<file path="src/rtl/if_id_latch_pkg.sv">
// Shared types and defaults for the IF/ID pipeline latch.
// IF_ID_PERF_EN (in the top) adds stall and squash performance counters.
package if_id_latch_pkg;

  localparam int unsigned DEF_DATA_W = 32;
  localparam int unsigned PERF_W     = 32;
  localparam logic [31:0] DEF_NOP_INSTR = 32'h0000_0000;

  typedef enum logic [1:0] {
    EMPTY = 2'd0,
    ONE   = 2'd1,
    FULL  = 2'd2
  } state_t;

endpackage

</file>
<file path="src/rtl/if_id_latch_entry.sv">
// One buffered fetch: valid + instruction + next-PC, cleared to a NOP bubble.
module if_id_entry
  import if_id_latch_pkg::*;
#(
  parameter int unsigned       DATA_W    = DEF_DATA_W,
  parameter logic [DATA_W-1:0] NOP_INSTR = DATA_W'(DEF_NOP_INSTR)
) (
  input  logic              clk,
  input  logic              rst,
  input  logic              load,
  input  logic              clear,
  input  logic [DATA_W-1:0] d_instr,
  input  logic [DATA_W-1:0] d_npc,
  output logic              valid,
  output logic [DATA_W-1:0] instr,
  output logic [DATA_W-1:0] npc
);

  // Clear wins over load so an invalid entry never carries stale fields.
  always_ff @(posedge clk) begin
    if (rst || clear) begin
      valid <= 1'b0;
      instr <= NOP_INSTR;
      npc   <= '0;
    end else if (load) begin
      valid <= 1'b1;
      instr <= d_instr;
      npc   <= d_npc;
    end
  end

endmodule

</file>
<file path="src/rtl/if_id_latch.sv">
// IF/ID pipeline register with a 2-entry skid buffer and branch flush.
// Define IF_ID_PERF_EN to add stall_cycles / squash_count counters.
module if_id_latch
  import if_id_latch_pkg::*;
#(
  parameter int unsigned       DATA_W    = DEF_DATA_W,
  parameter logic [DATA_W-1:0] NOP_INSTR = DATA_W'(DEF_NOP_INSTR)
) (
  input  logic              clk,
  input  logic              rst,
  input  logic              in_valid,
  output logic              in_ready,
  input  logic [DATA_W-1:0] in_instr,
  input  logic [DATA_W-1:0] in_npc,
  input  logic              stall,
  input  logic              flush,
  output logic              out_valid,
  output logic [DATA_W-1:0] out_instr,
  output logic [DATA_W-1:0] out_npc
`ifdef IF_ID_PERF_EN
  ,
  output logic [PERF_W-1:0] stall_cycles,
  output logic [PERF_W-1:0] squash_count
`endif
);

  state_t            state, state_next;
  logic              accept, consume;
  logic              main_load, main_clear, main_from_skid;
  logic              skid_load, skid_clear;
  logic              skid_valid;
  logic [DATA_W-1:0] skid_instr, skid_npc;
  logic [DATA_W-1:0] main_d_instr, main_d_npc;

  assign accept  = in_valid & in_ready;
  assign consume = out_valid & ~stall;

  // Entry control and next state; flush squashes everything, including this cycle's accept.
  always_comb begin
    state_next     = state;
    main_load      = 1'b0;
    main_clear     = 1'b0;
    main_from_skid = 1'b0;
    skid_load      = 1'b0;
    skid_clear     = 1'b0;
    if (flush) begin
      state_next = EMPTY;
      main_clear = 1'b1;
      skid_clear = 1'b1;
    end else begin
      case (state)
        EMPTY: begin
          if (accept) begin
            main_load  = 1'b1;
            state_next = ONE;
          end
        end
        ONE: begin
          if (accept && consume) begin
            main_load = 1'b1;
          end else if (accept) begin
            skid_load  = 1'b1;
            state_next = FULL;
          end else if (consume) begin
            main_clear = 1'b1;
            state_next = EMPTY;
          end
        end
        FULL: begin
          if (consume) begin
            main_load      = 1'b1;
            main_from_skid = 1'b1;
            skid_clear     = 1'b1;
            state_next     = ONE;
          end
        end
        default: begin
          state_next = EMPTY;
          main_clear = 1'b1;
          skid_clear = 1'b1;
        end
      endcase
    end
  end

  assign main_d_instr = main_from_skid ? skid_instr : in_instr;
  assign main_d_npc   = main_from_skid ? skid_npc   : in_npc;

  always_ff @(posedge clk) begin
    if (rst) begin
      state    <= EMPTY;
      in_ready <= 1'b1;
    end else begin
      state    <= state_next;
      in_ready <= (state_next != FULL);
    end
  end

  if_id_entry #(.DATA_W(DATA_W), .NOP_INSTR(NOP_INSTR)) u_main (
    .clk     (clk),
    .rst     (rst),
    .load    (main_load),
    .clear   (main_clear),
    .d_instr (main_d_instr),
    .d_npc   (main_d_npc),
    .valid   (out_valid),
    .instr   (out_instr),
    .npc     (out_npc)
  );

  if_id_entry #(.DATA_W(DATA_W), .NOP_INSTR(NOP_INSTR)) u_skid (
    .clk     (clk),
    .rst     (rst),
    .load    (skid_load),
    .clear   (skid_clear),
    .d_instr (in_instr),
    .d_npc   (in_npc),
    .valid   (skid_valid),
    .instr   (skid_instr),
    .npc     (skid_npc)
  );

`ifdef IF_ID_PERF_EN
  // Counters wrap naturally; squash counts live entries at the flush edge.
  always_ff @(posedge clk) begin
    if (rst) begin
      stall_cycles <= '0;
      squash_count <= '0;
    end else begin
      if (out_valid && stall) begin
        stall_cycles <= stall_cycles + PERF_W'(1);
      end
      if (flush) begin
        squash_count <= squash_count + PERF_W'(out_valid) + PERF_W'(skid_valid);
      end
    end
  end
`endif

endmodule

</file>
<file path="config.mk">
export PLATFORM = sky130hd
export DESIGN_NAME = if_id_latch
export DESIGN_NICKNAME = d
export VERILOG_FILES = /design/src/rtl/if_id_latch_pkg.sv /design/src/rtl/if_id_latch_entry.sv /design/src/rtl/if_id_latch.sv
export SDC_FILE = /design/constraint.sdc
export NUM_CORES = 1
export LEC_CHECK = 0
export BUFFER_PORTS_ARGS = -buffer_cell sky130_fd_sc_hd__buf_4
export CORE_UTILIZATION = 49
export DETAILED_ROUTE_END_ITERATION = 7
export HOLD_SLACK_MARGIN = 0.05
export MAX_ROUTING_LAYER = met4
export PLACE_DENSITY = 0.73
export SETUP_SLACK_MARGIN = 0.4
export SLEW_MARGIN = 40
export SYNTH_ARGS = -nofsm -noshare
export SYNTH_HDL_FRONTEND = slang
export SYNTH_SLANG_ARGS = --single-unit
</file>
<file path="constraint.sdc">
create_clock -name clk -period 1.6 [get_ports clk]
set_input_delay 0.08 -clock clk [delete_from_list [all_inputs] [get_ports clk]]
set_output_delay 0.08 -clock clk [all_outputs]
set_load 0.01 [all_outputs]
</file>
# Word-level counts from Yosys, hierarchy flattened
# Index checks and enable logic that the tools add are counted.
classes:
  eq_ne: 3
  muxes: 25
  bitwise_logic: 3
  n_reduce_logical: 6
op_table:
  columns: ["cell", "n"]
  rows:
  - ["32-bit two-way mux", 2]
  - ["1-bit two-way mux", 13]
  - ["2-bit two-way mux", 6]
  - ["2-bit case mux with 3 select lines", 1]
  - ["1-bit case mux with 2 select lines", 2]
  - ["2-bit OR reduction", 2]
  - ["1-bit case mux with 3 select lines", 1]
  - ["1-bit AND", 2]
  - ["2-bit by 1-bit equality test with 1-bit output (second input constant)", 1]
  - ["2-bit equality test (second input constant)", 1]
  - ["2-bit logical NOT", 1]
  - ["1-bit logical OR", 2]
  - ["2-bit != test (second input constant)", 1]
  - ["1-bit logical AND", 1]
  - ["1-bit inverter", 1]
totals:
  reg_bits: 132
  out_inout_bits: 66
  word_cells: 44

# Longest topological paths before layout
logic_depth:
  word_depth: 8
  depth_mapped: 6

# Modules after synthesis
# A second synthesis with hierarchy kept.
unflattened:
  hier_cells: 514
  area_unflattened_um2: 5699.2
by_module_without_submodules:
  columns: ["mod", "instances", "cells_each", "area_each_um2", "seq_area_each_um2"]
  rows:
  - ["if_id_entry", 2, 210, 2339.7, 1301.2]
  - ["if_id_latch", 1, 94, 1019.7, 60.1]

# Worst setup path after synthesis
# OpenSTA, ideal clock, no wires.
synth_timing:
  path_type: "reg-to-reg"
  startpoint: "register u_main.valid"
  endpoint: "register u_skid.instr[19]"
  t_arrival_ns: 1.467
  required_ns: 1.457
  path_slack_ns: -0.010
  path_stages_with_launch: 7
  synth_period_minus_slack_ns: 1.610
  path_cell_list: "dfxtp_1 and2b_4 or4_1 buf_4 buf_6 nand2_1 a21oi_2"
synth_via:
  elab_chain_cells: 5
  elab_cells_between_ends: 9
  classes_between: "mux (6); bitwise (1); reduce/logical (2)"
synth_lines:
  columns: ["item", "line", "rtl"]
  rows:
  - ["start, declared", "if_id_latch_entry.sv:14", "output logic valid,"]
  - ["start signal, assigned", "if_id_latch_entry.sv:22", "valid <= 1'b0;"]
  - ["start signal, assigned", "if_id_latch_entry.sv:26", "valid <= 1'b1;"]
  - ["1-bit AND (*)", "if_id_latch.sv:36", "assign consume = out_valid & ~stall;"]
  - ["1-bit two-way mux / 1-bit logical AND (equally long branches)", "if_id_latch.sv:70, if_id_latch.sv:59", null]
  - ["1-bit case mux with 2 select lines / 1-bit two-way mux (equally long branches)", "if_id_latch.sv:51, if_id_latch.sv:59", null]
  - ["1-bit two-way mux, on equally long branches", "if_id_latch.sv:46, if_id_latch.sv:51", null]
  - ["1-bit logical OR / 1-bit two-way mux (equally long branches)", "if_id_latch_entry.sv:21, if_id_latch.sv:46", null]
  - ["end signal, assigned", "if_id_latch_entry.sv:27", "instr <= d_instr;"]
  - ["end, declared", "if_id_latch_entry.sv:15", "output logic [DATA_W-1:0] instr,"]
# Mark *: on every way between the ends. The rest lies on a longest branch, timed or not.
# A chain may end at the register's enable or synchronous reset.

# Final worst setup path
layout_timing:
  startpoint: "register state[1]"
  endpoint: "register u_main.npc[20]"
layout_via:
  elab_chain_cells: 5
  elab_cells_between_ends: 12
  classes_between: "eq/ne (2); mux (7); reduce/logical (3)"
layout_lines:
  columns: ["item", "line", "rtl"]
  rows:
  - ["start, declared", "if_id_latch.sv:27", "state_t state, state_next;"]
  - ["start signal, assigned", "if_id_latch.sv:94", "state <= state_next;"]
  - ["2-bit equality test / 2-bit logical NOT (equally long branches)", "if_id_latch.sv:51", "case (state)"]
  - ["2-bit OR reduction (no line)", null, null]
  - ["1-bit case mux with 2 select lines", "if_id_latch.sv:51", null]
  - ["1-bit two-way mux", "if_id_latch.sv:46", "if (flush) begin"]
  - ["1-bit logical OR", "if_id_latch_entry.sv:21", "if (rst || clear) begin"]
  - ["end signal, assigned", "if_id_latch_entry.sv:28", "npc <= d_npc;"]
  - ["end, declared", "if_id_latch_entry.sv:16", "output logic [DATA_W-1:0] npc"]
# Several ways; a longest one is shown, not always the timed one.

==> flow_summary.toml <==
[outcome]
status = "finished with violations"
failed_checks = "negative setup slack"

[run]
maxCapViolations = 0

[logic_synthesis]
synth_warnings = 0
netlist_area_um2 = 5980
syn_avg_cell_area_um2 = 10.1
netlist.area_leader.share_pct = 44.2
synth_area_leaders = "dfxtp_1 44%, a211oi_2 13%, mux2i_1 11%"
yosys.area.top_type = "dfxtp_1"
ys_ff_latch = 132
syn-num-nets = 659
ys_types = 32
yosysSeqAreaShare_pct = 44.2
syn_inst = 590

[critical_path]
crit_path_end_kind = "flip-flop"
r2r_slack_ns = -0.12
arrival_ns = 2.02
r2r_start = "state[1]$_SDFF_PP0_"
r2r-end = "u_main.npc[20]$_SDFFE_PP0P_"
r2r_cells = 8
path_class = "flip-flop to flip-flop"
slowest_delay_ns = 0.37
crit_top_cell = "buf_12"
slowest_stage = "dfxtp_4"
crit_path_end = "u_main.npc[20]$_SDFFE_PP0P_"
cp.required_ns = 1.90
cp_max_fo = 5
path_cells = "buf_6, nand4bb_4, nor2_8, buf_12, buf_12, buf_16, mux2i_2, a211oi_2"
crit_start = "state[1]$_SDFF_PP0_"
cp-start-kind = "flip-flop"

[sta]
post-route-period-util_pct = 108
setup_slack_ns = -0.123
slew_violations = 0
rsz0062_at_grt = "yes"
worst_pin_slew_ns = 0.402
hold_viol_final = 0
min_period_ns = 1.72
fmax_mhz = 580
skew_ns = 0.00875
setup_viol = 105
max_slew_margin_pct = 72.9
setup_tns_ns = -5.80

[placement]
place_ws_ns = -0.0654
hpwl_mm = 9.58
gp_congestion = 0.824
portBuffers = 134
dp_cells = 846

[power_and_ir_drop]
p_switching_mw = 2.05
power_density_nw_per_um2 = 862
pwr-share-seq_pct = 41.7
p_comb_share_pct = 15.2
ir_worst_vdd_uv = 869
p_leak_nw = 3.47
clock_power_share_pct = 43.1
cellInternalPower_mw = 6.23
swShare_pct = 24.8

[final_layout]
n_fill_cell = 607
multi_input_area_um2 = 3670
finalNetCount = 885
n_antenna_cell = 0
drive_above_1_share_pct = 54.8
instances_no_fill = 971
seq_area_um2 = 2650
fin_util_pct = 82.4
syn2layout_area_growth_pct = 60.6

[floorplanning]
die_area_um2 = 12700
fp.dieW_um = 112
pin_count = 135
dieHeight_um = 112
initial_utilization_pct = 51.3
coreArea_um2 = 11700
rows = 39

[detailed_routing]
dr_total_vias = 5410
drt_drc_violations_left = 0
firstDrtPassIters = 5
drtIter0Drc = 317
routedWlPerCell_um = 19.5
finalWirelength_mm = 18.9
ant_nets = 0
vias_per_cell = 5.57

[clock_tree]
ctsRootBufferMaster = "clkbuf_16"
path_clk_slew_ns = 0.05
h-tree-depth = 4
cts_tree = "yes"
clock-sinks = 132
clock_latency_ns = 0.42
ctsLongestPathBuffers = 2
cts_buffers = 17

[worst_hold_path]
hold_path_class = "primary input to flip-flop"
hp-start = "stall"

[grt]
grt_pass1_vias = 5585
grt_max_degree = 33
grt_pass1_wl_mm = 28.2
grt_overflow = 0
grt_use_total_pct = 29.7
antenna_found_initial = 0
sequential cells by signal, summed over array words and instances, names as in the netlist:
signal and count:
u_main.valid 1, in_ready 1, u_main.instr 32, u_skid.instr 32
u_skid.npc 32, u_main.npc 32, state 2
power groups by stage:
stage          Sequential [mW]  Clock [mW]  Combinational (mW)
2_1_floorplan             3.55           0               0.473
3_3_place_gp              3.51           0               0.892
3_5_place_dp              3.51           0               0.910
4_1_cts                   3.45        3.61                1.16
5_1_grt                   3.46        3.76                1.33
6_report                  3.45        3.57                1.26
final cells by class:
class                   count  area share, %
multi-input cells         410           38.2
flip-flops and latches    132           27.6
repair buffers            254           26.6
clock buffers              27           5.45
well taps                 143           1.86
clock inverters             4          0.208
inverters                   1         0.0391
cells in the mapped netlist (all sizes together):
cell type and count:
nand3 2, a211oi 64, a21oi 67, nor4 2
inv 1, clkbuf 3, or2 1, o21ba 1
buf 44, nand4bb 1, o21a 1, nor2b 1
mux2i 64, nand2 130, nand2b 1, dfxtp 132
nand3b 2, o221ai 1, or4 1, nor2 67
and2b 1, o21ai 3
cell usage in the layout (no fill, tap or decap), types with 2 or more instances in the layout:
cell type	instances
a21oi_2	61
buf_6	8
nand2_1	75
nand2_4	29
nand3_1	2
clkbuf_1	4
clkinv_2	4
dlygate4sd3_1	66
nand2_2	26
a211oi_2	60
dfxtp_1	128
a211oi_1	4
dfxtp_4	2
nor2_1	66
o21ai_0	2
mux2i_1	17
buf_4	151
mux2i_2	18
mux2i_4	29
clkbuf_8	6
dfxtp_2	2
buf_12	15
clkbuf_16	20
buf_16	9
a21oi_1	6
critical path, delay by kind of cell, from the launching register on:
family	cells	cell delay, ns
compound gates	1	0.11
buf+inv	4	0.49
flops	1	0.37
mux	1	0.25
simple gates	2	0.38
logic make-up (layout without fill, tap and decap cells):
| family | after synthesis | in the layout | synth area share (%) |
|---|---|---|---|
| and+or+nand+nor | 209 | 209 | 14.8 |
| AOI/OAI and AO/OA | 137 | 137 | 23.1 |
| DFF | 132 | 132 | 44.2 |
| muxes | 64 | 64 | 10.7 |
| buffers and inverters | 48 | 286 | 7.22 |
worst min-delay path by stage:
stage,endpoint,slack [ns],cells after the start
3_5_place_dp,state[1]$_SDFF_PP0_,0.26,2
3_3_place_gp,state[1]$_SDFF_PP0_,0.25,2
5_1_grt,state[0]$_SDFF_PP0_,0.13,4
4_1_cts,in_ready$_SDFF_PP1_,0.09,3
2_1_floorplan,state[1]$_SDFF_PP0_,0.15,1
6_report,in_ready$_SDFF_PP1_,0.12,3
layer usage:
layer / track usage [%] / up-vias / share of wire (%)
met2: 50.3 / 213 / 51
li1: - / 2504 / -
met1: 34.4 / 2637 / 41
met5: - / - / 0
met3: 5.45 / 56 / 4.9
met4: 13.2 / 0 / 2.7
stage by stage:
stage	total power [mW]	hold WS, ns	area (um2)
2_1_floorplan	4.02	0.151	6080
3_3_place_gp	4.40	0.253	7150
3_5_place_dp	4.42	0.257	7150
4_1_cts	8.21	0.0894	9070
5_1_grt	8.55	0.130	9600
6_report	8.28	0.117	9600
repair_timing:
item                                    CTS  global route
hold buffers                             66             0
gates resized for setup                  84            84
pin swaps                                13            39
gates cloned                              9             4
endpoints found under the hold margin   123             0
setup buffers                            14             1
endpoints found under the setup margin  129           130
Note: power is estimated with default switching activity, not from simulation.
